==> src/rtl/marquee_pkg.sv <==
// marquee_pkg: shared definitions for the scrolling seven-segment marquee.
//   state_t     controller states (IDLE, RUN, PAUSE)
//   SEG_BLANK   active-low pattern with every segment off
//   SEG_D0..9   active-low digit patterns, bit order {g,f,e,d,c,b,a}
//   NPOS        number of scroll positions (0..NPOS-1)
//   stream_nib  digit nibble shown at a given index of the virtual stream
package marquee_pkg;

    typedef enum logic [1:0] {
        IDLE  = 2'd0,
        RUN   = 2'd1,
        PAUSE = 2'd2
    } state_t;

    localparam logic [6:0] SEG_BLANK = 7'h7F;

    localparam logic [6:0] SEG_D0 = 7'h40;
    localparam logic [6:0] SEG_D1 = 7'h79;
    localparam logic [6:0] SEG_D2 = 7'h24;
    localparam logic [6:0] SEG_D3 = 7'h30;
    localparam logic [6:0] SEG_D4 = 7'h19;
    localparam logic [6:0] SEG_D5 = 7'h12;
    localparam logic [6:0] SEG_D6 = 7'h02;
    localparam logic [6:0] SEG_D7 = 7'h78;
    localparam logic [6:0] SEG_D8 = 7'h00;
    localparam logic [6:0] SEG_D9 = 7'h10;

    localparam int         NPOS    = 6;
    localparam logic [2:0] POS_MAX = 3'(NPOS - 1);

    // Any non-BCD nibble decodes to blank, so 4'hF stands in for a blank slot.
    localparam logic [3:0] NIB_BLANK = 4'hF;

    // Stream is {B,B,B,MSG[11:8],MSG[7:4],MSG[3:0],B,B}; index 0 is leftmost.
    function automatic logic [3:0] stream_nib(input logic [11:0] msg,
                                              input logic [3:0]  idx);
        logic [3:0] nib;
        case (idx)
            4'd3:    nib = msg[11:8];
            4'd4:    nib = msg[7:4];
            4'd5:    nib = msg[3:0];
            default: nib = NIB_BLANK;
        endcase
        return nib;
    endfunction

endpackage

==> src/rtl/marquee_ctrl_seg7_dec.sv <==
// seg7_dec: BCD digit to active-low seven-segment pattern.
//   bcd  in  4  digit value; 10..15 produce a blank pattern
//   seg  out 7  active-low segments {g,f,e,d,c,b,a}
module seg7_dec
    import marquee_pkg::*;
(
    input  logic [3:0] bcd,
    output logic [6:0] seg
);

    always_comb begin
        case (bcd)
            4'd0:    seg = SEG_D0;
            4'd1:    seg = SEG_D1;
            4'd2:    seg = SEG_D2;
            4'd3:    seg = SEG_D3;
            4'd4:    seg = SEG_D4;
            4'd5:    seg = SEG_D5;
            4'd6:    seg = SEG_D6;
            4'd7:    seg = SEG_D7;
            4'd8:    seg = SEG_D8;
            4'd9:    seg = SEG_D9;
            default: seg = SEG_BLANK;
        endcase
    end

endmodule

==> src/rtl/marquee_ctrl.sv <==
// marquee_ctrl: run/pause/stop sequencer for a three-digit scrolling display.
// Parameters:
//   DIV_BASE  tick period is 2^(DIV_BASE-speed) clk cycles (legal 4..31)
//   MSG       three BCD digits, [11:8] leftmost when fully on screen
// Ports:
//   clk        in   system clock
//   rst        in   asynchronous active-low reset
//   btn_run    in   run button, active-high, asynchronous to clk
//   btn_pause  in   pause/stop button, active-high, asynchronous to clk
//   dir        in   0 = scroll left (pos up), 1 = scroll right (pos down)
//   speed      in   tick-rate select, 0 = slowest
//   seg3/2/1   out  registered active-low segments, seg3 leftmost
//   pos        out  scroll position 0..5
//   running    out  high while in RUN
// Build option:
//   MARQUEE_BOUNCE_EN  ping-pong scrolling instead of wrapping; direction is
//                      latched from dir when leaving IDLE and flips at the ends.
module marquee_ctrl
    import marquee_pkg::*;
#(
    parameter int          DIV_BASE = 24,
    parameter logic [11:0] MSG      = 12'h123
) (
    input  logic       clk,
    input  logic       rst,
    input  logic       btn_run,
    input  logic       btn_pause,
    input  logic       dir,
    input  logic [1:0] speed,
    output logic [6:0] seg3,
    output logic [6:0] seg2,
    output logic [6:0] seg1,
    output logic [2:0] pos,
    output logic       running
);

    state_t              state;
    logic [DIV_BASE-1:0] presc;
    logic [DIV_BASE-1:0] term;
    logic                tick;

    // [0] first sync flop, [1] second sync flop, [2] previous synced value
    logic [2:0] run_sync;
    logic [2:0] pause_sync;
    logic       run_ev;
    logic       pause_ev;

    logic [3:0] nib3_p0, nib2_p0, nib1_p0;
    logic [6:0] dec3_p0, dec2_p0, dec1_p0;

`ifdef MARQUEE_BOUNCE_EN
    logic dir_q;
`endif

    always_ff @(posedge clk or negedge rst) begin
        if (!rst) begin
            run_sync   <= '0;
            pause_sync <= '0;
        end else begin
            run_sync   <= {run_sync[1:0], btn_run};
            pause_sync <= {pause_sync[1:0], btn_pause};
        end
    end

    assign run_ev   = run_sync[1] & ~run_sync[2];
    assign pause_ev = pause_sync[1] & ~pause_sync[2];

    // 2^(DIV_BASE-speed)-1 is all-ones shifted right by speed. Using >= means a
    // speed-up that leaves the count beyond the new terminal ticks right away.
    assign term = {DIV_BASE{1'b1}} >> speed;
    assign tick = (presc >= term);

    always_ff @(posedge clk or negedge rst) begin
        if (!rst) begin
            state   <= IDLE;
            pos     <= '0;
            presc   <= '0;
            running <= 1'b0;
`ifdef MARQUEE_BOUNCE_EN
            dir_q   <= 1'b0;
`endif
        end else begin
            case (state)
                IDLE: begin
                    pos   <= '0;
                    presc <= '0;
                    // pause_ev has priority, so both buttons together stay idle
                    if (run_ev && !pause_ev) begin
                        state   <= RUN;
                        running <= 1'b1;
`ifdef MARQUEE_BOUNCE_EN
                        dir_q   <= dir;
`endif
                    end
                end
                RUN: begin
                    if (pause_ev) begin
                        state   <= PAUSE;
                        running <= 1'b0;
                    end else if (tick) begin
                        presc <= '0;
`ifdef MARQUEE_BOUNCE_EN
                        if (!dir_q) begin
                            if (pos == POS_MAX) begin
                                dir_q <= 1'b1;
                                pos   <= pos - 3'd1;
                            end else begin
                                pos   <= pos + 3'd1;
                            end
                        end else begin
                            if (pos == 3'd0) begin
                                dir_q <= 1'b0;
                                pos   <= pos + 3'd1;
                            end else begin
                                pos   <= pos - 3'd1;
                            end
                        end
`else
                        if (dir) begin
                            pos <= (pos == 3'd0) ? POS_MAX : pos - 3'd1;
                        end else begin
                            pos <= (pos == POS_MAX) ? 3'd0 : pos + 3'd1;
                        end
`endif
                    end else begin
                        presc <= presc + DIV_BASE'(1);
                    end
                end
                PAUSE: begin
                    if (pause_ev) begin
                        state <= IDLE;
                        pos   <= '0;
                        presc <= '0;
`ifdef MARQUEE_BOUNCE_EN
                        dir_q <= 1'b0;
`endif
                    end else if (run_ev) begin
                        state   <= RUN;
                        running <= 1'b1;
                    end
                end
                default: begin
                    state   <= IDLE;
                    running <= 1'b0;
                end
            endcase
        end
    end

    // Stage p0: pick the three visible stream slots for the current position
    assign nib3_p0 = stream_nib(MSG, {1'b0, pos});
    assign nib2_p0 = stream_nib(MSG, {1'b0, pos} + 4'd1);
    assign nib1_p0 = stream_nib(MSG, {1'b0, pos} + 4'd2);

    seg7_dec u_dec3 (.bcd(nib3_p0), .seg(dec3_p0));
    seg7_dec u_dec2 (.bcd(nib2_p0), .seg(dec2_p0));
    seg7_dec u_dec1 (.bcd(nib1_p0), .seg(dec1_p0));

    // Stage p1: registered segment outputs, one cycle behind pos
    always_ff @(posedge clk or negedge rst) begin
        if (!rst) begin
            seg3 <= SEG_BLANK;
            seg2 <= SEG_BLANK;
            seg1 <= SEG_BLANK;
        end else begin
            seg3 <= dec3_p0;
            seg2 <= dec2_p0;
            seg1 <= dec1_p0;
        end
    end

endmodule

==> config.mk <==
export PLATFORM = sky130hd
export DESIGN_NAME = marquee_ctrl
export DESIGN_NICKNAME = d
export VERILOG_FILES = /design/src/rtl/marquee_pkg.sv /design/src/rtl/marquee_ctrl_seg7_dec.sv /design/src/rtl/marquee_ctrl.sv
export SDC_FILE = /design/constraint.sdc
export NUM_CORES = 1
export LEC_CHECK = 0
export ABC_AREA = 1
export BUFFER_PORTS_ARGS = -buffer_cell sky130_fd_sc_hd__buf_4
export CAP_MARGIN = 20
export CORE_MARGIN = 3
export CORE_UTILIZATION = 35
export CTS_BUF_LIST = sky130_fd_sc_hd__clkbuf_8
export CTS_CLUSTER_SIZE = 12
export DETAILED_ROUTE_END_ITERATION = 10
export GPL_TIMING_DRIVEN = 0
export PLACE_DENSITY = 0.64
export SLEW_MARGIN = 20
export SYNTH_ARGS = -nofsm -noshare
export SYNTH_HDL_FRONTEND = slang
export SYNTH_SLANG_ARGS = --single-unit
==> constraint.sdc <==
create_clock -name clk -period 2.65 [get_ports clk]
set_input_delay 0.265 -clock clk [delete_from_list [all_inputs] [get_ports clk]]
set_output_delay 0.265 -clock clk [all_outputs]
set_load 0.02 [all_outputs]
---- After elaboration in Yosys (flattened, before gate mapping) ----
Memory sizes are Yosys's and may differ from the RTL's. A register that Yosys moved wholly into a read port is not among the register bits.
Cells that the tools add are included.
operators by class
  reduce and logical (&&, ||, !) cells .... 12
  magnitude comparators ................... 1
  equality and inequality tests ........... 19
  bitwise operators ....................... 4
  multiplexer cells ....................... 24
  add/subtract/negate cells ............... 5
  shift operators ......................... 1
operators by type and width
  cell                                                  count
  2-to-1 mux 24 bit                                     3
  one-hot mux 24 bit (3 select lines)                   1
  one-hot mux 4 bit (3 select lines)                    3
  adder 24 x 1 -> 24 bit (second input constant)        1
  greater-or-equal comparator 24 bit                    1
  right shift 24 x 2 -> 24 bit (first input constant)   1
  2-to-1 mux 3 bit                                      6
  equality test 4 x 3 -> 1 bit (second input constant)  4
  inequality test 2 bit (second input constant)         7
  one-hot mux 3 bit (3 select lines)                    1
  equality test 4 x 2 -> 1 bit (second input constant)  2
  2-to-1 mux 2 bit                                      4
  AND reduction 4 bit                                   2
  equality test 3 bit (second input constant)           2
  one-hot mux 2 bit (3 select lines)                    1
  AND reduction 3 bit                                   2
  adder 3 x 1 -> 4 bit (second input constant)          1
  adder 3 x 2 -> 4 bit (second input constant)          1
  zero test 1 bit                                       4
  2-to-1 mux 1 bit                                      4
  adder 3 x 1 -> 3 bit (second input constant)          1
  equality test 3 x 2 -> 1 bit (second input constant)  1
  zero test 3 bit                                       1
  inequality test 3 bit (second input constant)         1
  other kinds (9)                                       11
storage, ports and cells
  bits in registers ....................... 36
  output and inout bits ................... 25
  memories kept ........................... 3
  ROM bits ................................ 336
  input bits .............................. 7
  logic and storage cells ................. 75
memories
  memory           words  width  read ports  clocked after memory_dff  write ports  RTL line                     source
  (no name shown)  16     7      1           1                         0            marquee_ctrl_seg7_dec.sv:12  case (bcd)
  (no name shown)  16     7      1           1                         0            marquee_ctrl_seg7_dec.sv:12
  (no name shown)  16     7      1           1                         0            marquee_ctrl_seg7_dec.sv:12

---- Depth between registers and ports, before layout ----
  word-level depth ........................ 6
  gate-level depth with buffers ........... 13
  depth with buffers taken out ............ 12

---- Cells and area by module ----
Synthesis repeated with hierarchy kept, for this count alone.
second synthesis, totals
  cell total of the unflattened synthesis .. 423
  area, all modules ....................... 3323.2 sq um
by module, submodules not included
  module        cells each  seq. area each (sq um)  instances  area each (sq um)
  marquee_ctrl  318         1452.6                  1          2760.1
  seg7_dec      35          0.0                     3          187.7

---- Least setup slack after synthesis ----
OpenSTA, ideal clock, no wires.
  path type ............................... input-to-reg
  start ................................... input speed[0]
  end ..................................... register presc[2]
  arrival time ............................ 1.594 ns
  path slack .............................. 0.933 ns
  cell stages on the path ................. 12
  required time ........................... 2.527 ns
  cell sequence ........................... or2_2 -> ha_1 -> nand2_1 -> nor2_1 -> nand2_1 -> nor2_2 -> nand2_2 -> nand2_2 -> nand2_4 -> inv_4 -> buf_12 -> nor2_4
on the way
  longest elaborated chain between the ends .. 5
RTL lines
  item                                 RTL line             source
  start: declaration                   marquee_ctrl.sv:29   input logic [1:0] speed,
  right shift 24 x 2 -> 24 bit         marquee_ctrl.sv:70   assign term = {DIV_BASE{1'b1}} >> speed;
  greater-or-equal comparator 24 bit   marquee_ctrl.sv:71   assign tick = (presc >= term);
  2-to-1 mux 24 bit                    marquee_ctrl.sv:100  end else if (tick) begin
  2-to-1 mux 24 bit                    marquee_ctrl.sv:97   if (pause_ev) begin
  one-hot mux 24 bit (3 select lines)  marquee_ctrl.sv:83   case (state)
  end signal: assignment               marquee_ctrl.sv:126  presc <= presc + DIV_BASE'(1);
  end: declaration                     marquee_ctrl.sv:38   logic [DIV_BASE-1:0] presc;
No other way between the ends. The select of a mux whose other input is x is not followed.
A chain may end at the register's enable or synchronous reset.

---- Worst setup path after layout ----
  start ................................... register presc[23]
  end ..................................... register presc[3]
on the way
  longest elaborated chain between the ends .. 4
RTL lines
  item                                 RTL line
  greater-or-equal comparator 24 bit   marquee_ctrl.sv:71
  2-to-1 mux 24 bit                    marquee_ctrl.sv:100
  2-to-1 mux 24 bit                    marquee_ctrl.sv:97
  one-hot mux 24 bit (3 select lines)  marquee_ctrl.sv:83
No other way between the ends. The select of a mux whose other input is x is not followed.

==> impl_metrics.tcl <==
set metrics [dict create \
    synth_fp_nets 347 \
    post-route-util 0.435 \
    vias_per_cell 4.52 \
    drive_gt1_frac 0.259 \
    synthDistinctLibCells 32 \
    rsz0062_at_grt "false" \
    ios 32 \
    cts-htree-levels 2 \
    place_ws_ps 632 \
    track_usage 0.125 \
    routabilityCongestion 0.811 \
    finalCritPeriodShare 0.667 \
    dieArea_mm2 0.00908 \
    drv_cap 0 \
    ys_seq_area_frac 0.474 \
    clockBufferDepth 2 \
    ys_async_sr_fraction 1.00 \
    clockRootBuffer "clkbuf_8" \
    syn-cell-area_mm2 0.00279 \
    setup_ws_ps 883 \
    crit_type "flop to flop" \
    path_cells "ha_1, nand2_1, nor2_1, nand2_1, nor2_2, nand2_2, nand2_2, nand2_4, inv_4, buf_12, nor2_4" \
    critPathLaunchType "flop" \
    cts.sinks 52 \
    synthCells 331 \
    clk_latency_ps 300 \
    tightest_slew_ps 625 \
    cp.arrival_ps 1950 \
    yosysTopAreaCellShare 0.323 \
    totalWireLength_um 4990 \
    syn2layout_area_growth_pct 16.6 \
    n_antenna_cell 0 \
    setup_tns_ps 0 \
    period_needed_ps 1770 \
    yosys_warnings 0 \
    failed_checks "negative hold slack" \
    synth_area_leaders "dfrtp_1 32%, dfstp_2 15%, nand2_1 10%" \
    p_leak_nw 1.48 \
    grt_overflow 0 \
    synth-edff-count 0 \
    postCtsHoldBufs 0 \
    die_w_um 95.3 \
    cp-end-kind "flop" \
    hp-class "primary input to async pin" \
    slew_headroom 0.584 \
    synthFlopType "dfrtp_1" \
    r2r-start "presc[23]" \
    crit_buf_inv 2 \
    timing.hold.ws_ps -15.3 \
    placed_area_mm2 0.00315 \
    path_clk_slew_ps 90 \
    grt_start_max_net_pins 53 \
    ys_seq_elements 52 \
    slowest_stage "dfrtp_1" \
    status "finished with violations" \
    crit_cells 11 \
    fin_skew_ps 11.6 \
    cp.required_ps 2840 \
    antenna_found_initial 0 \
    postCtsSetupRepairBufs 0 \
    rr_worst_depth 11 \
    port_buffers 31 \
    drc 0 \
    core_mm2 0.00749 \
    start_util 0.373 \
    vdd_drop_max_mv 0.351 \
    slew_viol_final 0 \
    grt_pass1_wl_um 8950 \
    rows 31 \
    max_freq_mhz 566 \
    r2r_slack_ps 880 \
    hold_viol 36 \
    cts_tree "yes" \
    dr.pass1.iters 4 \
    cp_top_family "simple AND/OR/NAND/NOR gates" \
    grt_pass1_vias 2037 \
    post_drt_wl_per_cell_um 10.6 \
    numCtsBuffers 5 \
    drt-initial-drc-count 62 \
    critPathMaxStageDelay_ps 420 \
    vias 2122 \
    design_area_mm2 0.00325 \
    setup-violations-final 0 \
    cts_resized 0 \
    crit_fanout 10 \
    drtAntennaViolNets 0 \
    synth.avg_cell_area_um2 8.43 \
    synth_area_leader_cell "dfrtp_1" \
    die_h_um 95.3 \
    totalPowerFinal_mw 2.47 \
    p_per_area_mw_per_mm2 760 \
    regToRegEndpoint "presc[3]" \
    dpl.hpwl_um 3800 \
    nets 385 \
]
==> where the power goes <==
group          internal [mW]  switching [mW]  leakage [nW]
clock                  0.277           0.252        0.0593
combinational          0.367           0.565         0.769
sequential             0.946          0.0669         0.650
==> synth_stat cells (6+ instances only) <==
library cell  instances
dfrtp_1              36
nand2_1              76
nor2_4               12
inv_1                48
dfstp_2              16
buf_4                 6
o21ai_0              10
nor2_2                6
nand2_2               6
nand3_1              24
nor2_1               38
ha_1                  9
nand4_1              11
a21oi_1               6
==> placed cells by master (no fill, tap or decap) <==
cell type  Yosys  final
a21boi_0       1      1
a21oi_1        6      6
a22oi_1        1      1
buf_12         1      1
buf_2          1      1
buf_4          6     37
buf_6          2      2
bufinv_16      0      1
clkbuf_8       0      5
clkinv_2       0      1
conb_1         1      1
dfrtp_1       36     36
dfstp_2       16     16
ha_1           9      9
inv_1         48     49
inv_2          2      2
inv_4          1      1
nand2_1       76     76
nand2_2        6      6
nand2_4        1      1
nand3_1       24     24
nand3_2        2      2
nand4_1       11     11
nor2_1        38     38
nor2_2         6      6
nor2_4        12     12
nor3_1         2      2
nor3_4         1      1
o211ai_1       1      1
o21ai_0       10     10
o21bai_1       1      1
o22ai_1        2      2
or2_2          1      1
xnor2_1        5      5
xor2_1         1      1
==> how the worst max path moves through the flow <==
stage	from	to	slack [ps]
floorplan	speed[0]	presc[2]	930
global placement	speed[0]	presc[5]	650
detailed placement	speed[0]	presc[2]	630
CTS	presc[23]	presc[3]	860
global route	pos[0]	seg2[2]	720
finish	presc[23]	presc[3]	880
==> flip-flops by register name (all words and copies together) (netlist names) <==
signal      flops
seg1            6
pause_sync      3
seg2            5
pos             3
seg3            5
presc          24
state           2
run_sync        3
running         1
==> per-stage QoR <==
step	hold slack, ps	std cells
2_1_floorplan	-30.6	331
3_3_place_gp	334	461
3_5_place_dp	341	461
4_1_cts	3.51	469
5_1_grt	27.0	469
6_report	-15.3	469
==> logic make-up (layout without fill, tap and decap cells) <==
kind of cell	after synthesis	after routing	synth area share
simple gates	180	180	0.319
fa+ha+maj	9	9	0.0404
compound gates	22	22	0.0440
buf+inv	61	100	0.103
flops	52	52	0.474
other cells	1	1	0.00134
xor+xnor	6	6	0.0188
==> metal layers <==
layer / share of wire / wire length, um / track usage / vias to the layer above
met5: 0 / 0 / 0 / -
met4: 0.015 / 75 / 0.0397 / 0
met3: 0.047 / 233 / 0.0292 / 8
met2: 0.49 / 2440 / 0.212 / 33
met1: 0.45 / 2240 / 0.156 / 981
li1: - / - / - / 1100
==> cell type report <==
cell class              count  area (um2)
repair buffers             31         233
plain buffers              10        92.6
multi-input cells         218        1180
clock inverters             3        38.8
well taps                  99         124
flip-flops and latches     52        1320
inverters                  51         194
clock buffers               5        68.8
fillers                   754        4230
No activity file was read; power rests on OpenSTA's default activity.
